==> config.mk <==
export PLATFORM = sky130hd
export DESIGN_NAME = pipelined_adder
export DESIGN_NICKNAME = d
export VERILOG_FILES = /design/src/rtl/pipelined_adder.sv
export SDC_FILE = /design/constraint.sdc
export NUM_CORES = 1
export LEC_CHECK = 0
export ABC_AREA = 1
export CORE_MARGIN = 2
export CORE_UTILIZATION = 54
export DETAILED_ROUTE_END_ITERATION = 12
export HOLD_SLACK_MARGIN = 0.15
export PLACE_DENSITY = 0.85
export SLEW_MARGIN = 0
export SYNTH_ARGS = -nofsm -noshare
export SYNTH_HDL_FRONTEND = slang
export SYNTH_SLANG_ARGS = --single-unit
==> constraint.sdc <==
create_clock -name clock -period 5.2 [get_ports clock]
set_clock_uncertainty 0.05 [all_clocks]
set_input_delay 0.78 -clock clock [delete_from_list [all_inputs] [get_ports clock]]
set_output_delay 0.78 -clock clock [all_outputs]
set_load 0.03 [all_outputs]
==> src/rtl/pipelined_adder.sv <==
// Pipelined adder/subtractor. The carry chain is cut into nrOfStages equal
// slices; slice k is added in stage k using the carry registered by stage k-1.
// Operand bits not yet consumed ride along with each stage, and finished sum
// slices accumulate, so a whole result leaves the last stage in one cycle.
module pipelined_adder #(
   parameter int unsigned nrOfBits   = 16,
   parameter int unsigned nrOfStages = 2
) (
   input  logic                clock,
   input  logic                reset_n,
   input  logic                inValid,
   output logic                inReady,
   input  logic [nrOfBits-1:0] dataA,
   input  logic [nrOfBits-1:0] dataB,
   input  logic                carryIn,
   input  logic                subtract,
   output logic                outValid,
   input  logic                outReady,
   output logic [nrOfBits-1:0] result,
   output logic                carryOut,
   output logic                overflow,
   output logic                zero
);

   localparam int unsigned sliceWidth = nrOfBits / nrOfStages;
   localparam int unsigned lastStage  = nrOfStages - 1;

   logic                stall;
   logic [nrOfBits-1:0] bEff;

   assign bEff    = subtract ? ~dataB : dataB;
   assign stall   = outValid && !outReady;
   assign inReady = !stall;

   genvar k;
   generate
      for (k = 0; k < nrOfStages; k++) begin : gStage
         // Operand bits still unconsumed at this stage's input; the LSB slice is added here.
         localparam int unsigned inW  = nrOfBits - k * sliceWidth;
         localparam int unsigned sumW = (k + 1) * sliceWidth;

         logic [inW-1:0]        aIn;
         logic [inW-1:0]        bIn;
         logic                  cIn;
         logic                  vIn;
         logic [sliceWidth:0]   sliceSum;
         logic [sumW-1:0]       sumD;
         logic                  validQ;
         logic                  carryQ;
         logic [sumW-1:0]       sumQ;

         if (k == 0) begin : gFirst
            assign aIn  = dataA;
            assign bIn  = bEff;
            assign cIn  = carryIn;
            assign vIn  = inValid;
            assign sumD = sliceSum[sliceWidth-1:0];
         end else begin : gNext
            assign aIn  = gStage[k-1].gRem.aQ;
            assign bIn  = gStage[k-1].gRem.bQ;
            assign cIn  = gStage[k-1].carryQ;
            assign vIn  = gStage[k-1].validQ;
            assign sumD = {sliceSum[sliceWidth-1:0], gStage[k-1].sumQ};
         end

         assign sliceSum = {1'b0, aIn[sliceWidth-1:0]} + {1'b0, bIn[sliceWidth-1:0]}
                         + {{sliceWidth{1'b0}}, cIn};

         // Valid bit, slice carry and accumulated sum advance together unless stalled.
         always_ff @(posedge clock or negedge reset_n) begin
            if (!reset_n) begin
               validQ <= 1'b0;
               carryQ <= 1'b0;
               sumQ   <= '0;
            end else if (!stall) begin
               validQ <= vIn;
               carryQ <= sliceSum[sliceWidth];
               sumQ   <= sumD;
            end
         end

         if (k < lastStage) begin : gRem
            logic [inW-sliceWidth-1:0] aQ;
            logic [inW-sliceWidth-1:0] bQ;

            // Skew the upper operand slices for the stages that still need them.
            always_ff @(posedge clock or negedge reset_n) begin
               if (!reset_n) begin
                  aQ <= '0;
                  bQ <= '0;
               end else if (!stall) begin
                  aQ <= aIn[inW-1:sliceWidth];
                  bQ <= bIn[inW-1:sliceWidth];
               end
            end
         end else begin : gLast
            logic overflowQ;
            logic zeroQ;

            // Flags need the full result and the operand MSBs, all known at this stage.
            always_ff @(posedge clock or negedge reset_n) begin
               if (!reset_n) begin
                  overflowQ <= 1'b0;
                  zeroQ     <= 1'b0;
               end else if (!stall) begin
                  overflowQ <= (aIn[inW-1] == bIn[inW-1])
                            && (sliceSum[sliceWidth-1] != aIn[inW-1]);
                  zeroQ     <= (sumD == '0);
               end
            end
         end
      end
   endgenerate

   assign outValid = gStage[lastStage].validQ;
   assign result   = gStage[lastStage].sumQ;
   assign carryOut = gStage[lastStage].carryQ;
   assign overflow = gStage[lastStage].gLast.overflowQ;
   // A bubble can carry a zero sum; report zero only for real results.
   assign zero     = outValid && gStage[lastStage].gLast.zeroQ;

endmodule
### Word-level counts from Yosys, hierarchy flattened

Cells that the tools add are included.

| word-level totals | value |
|---|---|
| output and inout port bits | 21 |
| input port bits | 38 |
| word-level logic and storage cells | 24 |
| register bits | 46 |

| cells by class | value |
|---|---|
| muxes and demuxes | 1 |
| reduce and logical (&&, ||, !) cells | 6 |
| equal/unequal tests | 2 |
| bitwise operators | 1 |
| $add $sub $neg | 4 |

Operators by type and width:

| operator | number |
|---|---|
| $add A8 B8 Y9 | 2 |
| $add A9 B1 Y9 | 2 |
| $logic_not A16 Y1 | 1 |
| $mux W16 | 1 |
| $not A16 Y16 | 1 |
| $logic_and A1 B1 Y1 | 3 |
| $logic_not A1 Y1 | 2 |
| $eq A1 B1 Y1 | 1 |
| $ne A1 B1 Y1 | 1 |

### Depth between registers and ports, before layout

| depth | value |
|---|---|
| depth in word-level cells | 4 |
| mapped depth | 12 |
| gate-level depth less buffers | 11 |

### Worst setup path after synthesis

Ideal clock, no wire load.

| timing | value |
|---|---|
| path type | input to register |
| start | in subtract |
| end | reg gStage[0].sumQ[4] |
| library setup time | 0.127 ns |
| arrival | 2.303 ns |
| path buffers | 2 |
| required time | 5.023 ns |
| stages | 9 |
| path slack | 2.719 ns |
| cells stage by stage | buf_4 buf_4 xnor2_1 fa_1 inv_1 fa_1 a31oi_1 xor2_1 o21ai_0 |

| on the way | value |
|---|---|
| cells in the longest elaborated chain, start to end | 3 |

RTL lines:

| element | line | source |
|---|---|---|
| from (decl) | 16 | `input logic subtract,` |
| $mux W16 | 31 | `assign bEff = subtract ? ~dataB : dataB;` |
| $add A8 B8 Y9 | 66 | `assign sliceSum = {1'b0, aIn[sliceWidth-1:0]} + {1'b0, bIn[sliceWidth-1:0]}` |
| $add A9 B1 Y9 | 67 | `+ {{sliceWidth{1'b0}}, cIn};` |
| to (signal assigned) | 78 | `sumQ <= sumD;` |
| to (decl) | 50 | `logic [sumW-1:0] sumQ;` |

Every way passes these cells.
A chain may end at the register's enable or synchronous reset.

### Worst setup path in the final report

| timing | value |
|---|---|
| start | in outReady |
| end | out inReady |

| on the way | value |
|---|---|
| cells in the longest elaborated chain, start to end | 3 |

RTL lines:

| element | line | source |
|---|---|---|
| from (decl) | 18 | `input logic outReady,` |
| $logic_not A1 Y1 | 32 | `assign stall = outValid && !outReady;` |
| $logic_and A1 B1 Y1 | 32 |  |
| $logic_not A1 Y1 | n/a |  |
| to (decl) | 12 | `output logic inReady,` |

Every way passes these cells.

==> metrics.txt <==
status finished clean; Die Y between 70 and 80 um; RSZ-0062 raised after global routing false; Mapped Cells about 310; largest net degree at the start of global routing 66; drc violations 0; commonest non-fill, non-tap cells in the layout 103 x nand2_1, 57 x clkdlybuf4s50_1, 46 x dfrtp_1; clock slew at reported path FFs 80 ps; P_int 823 uW; area post-placement 0.00316 sq mm; initial antenna violation count 0; Core ar. about 0.0047 sq mm; Yosys reg bits 46; area leader, netlist dfrtp_1; clk root buf clkbuf_8; total of warnings raised by yosys 0; Mapped Area ~0.0026 sq mm; drt first pass iters 4; final hold slack 420 ps; vias in the first global route 2069; drt via density 5.28; Rel. slew slack 31.8%; share of cells above drive strength 1 4.68%; commonest non-fill, non-tap cell in the layout nand2_1; sw frac 38.1%; CTS Buffer Depth 2; post-synthesis sequential area ratio 44.8%; Yosys top cell area share 44.8%; WP data required 4370 ps; cts hold-fix bufs 0; first-pass GRT wire length about 8800 um; die area 0.00533 sq mm; 1st-iter DRT viols 114; Switch Pwr 506 uW; Die Wd 73.0 um; routed len/inst 12.4 um; nets 418; critical path type in -> out; Slew @ Worst Pin slightly above 1000 ps; Final TNS setup 0 ps; Final min period 3280 ps; gpl congestion 0.805; io pins 59; Cell variety after synth 27; vias 2200; Power Density between 400 and 500 mW/mm^2; row cnt 25; postcts setup bufs 0; fin util approximately 70%; DRT antenna net count 0; Reg power frac 38.4%; critical path arrival 2450 ps; FMAX 304 MHz; buffers added on ports 58; clk_lat worst skew 290 ps; GRT Total Usage 20.9%; Clk pwr share between 10% and 20%; Antenna diodes 0; IR drop worst, VDD around 0.00016 V; total leakage power roughly 0.0016 uW; crit path max fanout 26; cell area after layout 0.00327 sq mm; Hold Vio Cnt, Final 0; GRT overflow 0; TritonCTS Buffers 5; max_cap viols 0; Syn Nets 363; fin crit share 63.2%; Avg Inst Size Synth 8.38 sq um; CP Capture Type output pin; CTS sink cnt 46; hold crit path type reg -> reg; # setup viols final 0; setup ws final 1920 ps; pre-CTS WS 1760 ps; hpwl dp 3780 um; synth top area cells dfrtp_1 45%, nand2_1 15%, ha_1 6.8%, o21ai_0 4.5%, xnor2_1 3.7%; overall routed net length around 5200 um; CP Launch Type input pin; Initial Util a little under three fifths; Syn-to-layout area delta 27.2%; CTS tree built; Comb pwr share 42.9%; Final Max Tran Viols 0; Gates resized, CTS repair 0; CTS H-tree depth 2
==> area by class of cell <==
class                   instances  area [sq um]
repair buffers                 59           583
inverters                      26          97.6
fillers                       383          1390
multi-input cells             224          1260
clock buffers                   8           110
well taps                      54          67.6
flip-flops and latches         46          1150
==> state kept, by name, indices dropped and copies added, names as in the netlist <==
register,cells
gStage.validQ,1
overflow,1
carryOut,1
outValid,1
gStage.gRem.bQ,8
result,16
gStage.sumQ,8
gStage.gRem.aQ,8
gStage.carryQ,1
gStage.gLast.zeroQ,1
==> power by group through the flow <==
stage / registers (uW) / logic [uW] / clock network, uW
2_1_floorplan: 618 / 258 / 0
3_3_place_gp: 512 / 558 / 0
3_5_place_dp: 516 / 572 / 0
4_1_cts: 511 / 575 / 253
5_1_grt: 521 / 629 / 268
6_report: 510 / 570 / 249
==> critical path, cell delays in order <==
cell	delay, ps
clkdlybuf4s50_1	500
nor2_4	50
inv_2	350
clkdlybuf4s50_1	760
==> synth_stat cells <==
cell type and count:
nand4_1 4, inv_1 24, xor2_1 10, o21bai_1 1
a21oi_2 1, o21ai_1 3, ha_1 14, buf_6 1
nor2_2 1, a31oi_1 4, a21oi_1 9, dfrtp_1 46
nand2_1 103, o21a_1 1, o21ai_0 23, buf_4 3
o22ai_1 1, inv_2 2, clkbuf_1 1, nand3_1 11
buf_2 6, nand2_2 3, a21o_1 2, xnor2_1 11
nand3b_1 3, fa_1 4, nor2_1 15
==> stage by stage <==
step / cells / total power [uW]
global placement: 409 / 1070
CTS: 417 / 1340
floorplan: 307 / 876
detailed placement: 409 / 1090
global route: 417 / 1420
finish: 417 / 1330
==> worst paths after layout <==
| kind | cells after the start | slack [ps] | startpoint | endpoint |
|---|---|---|---|---|
| worst min register to register | 2 | 420 | gStage[0].validQ | outValid |
| worst max-delay path | 4 | 1920 | outReady | inReady |
| worst min-delay path | 2 | 420 | gStage[0].validQ | outValid |
| max in group asynchronous | 1 | 3870 | reset_n | gStage[1].gLast.zeroQ |
| worst max register to register | 11 | 3010 | gStage[0].carryQ | gStage[1].gLast.zeroQ |
| min in group asynchronous | 1 | 600 | reset_n | gStage[0].gRem.aQ[2] |
==> logic make-up after synthesis <==
kind of cell	share of synthesized area (%)
AND/OR/NAND/NOR	22.2
adder cells (fa/ha/maj)	9.93
AO/OA/AOI/OAI	9.54
XOR/XNOR	7.15
buffers and inverters	6.42
flip-flops	44.8
==> layer usage <==
| metal | track usage [%] | wire (um) | up-vias |
|---|---|---|---|
| li1 | - | - | 1085 |
| met1 | 25.9 | 2230 | 1035 |
| met2 | 37.3 | 2670 | 71 |
| met3 | 3.04 | 206 | 9 |
| met4 | 6.79 | 75 | 0 |
| met5 | 0 | 0 | - |
(Power assumes the default switching activity.)
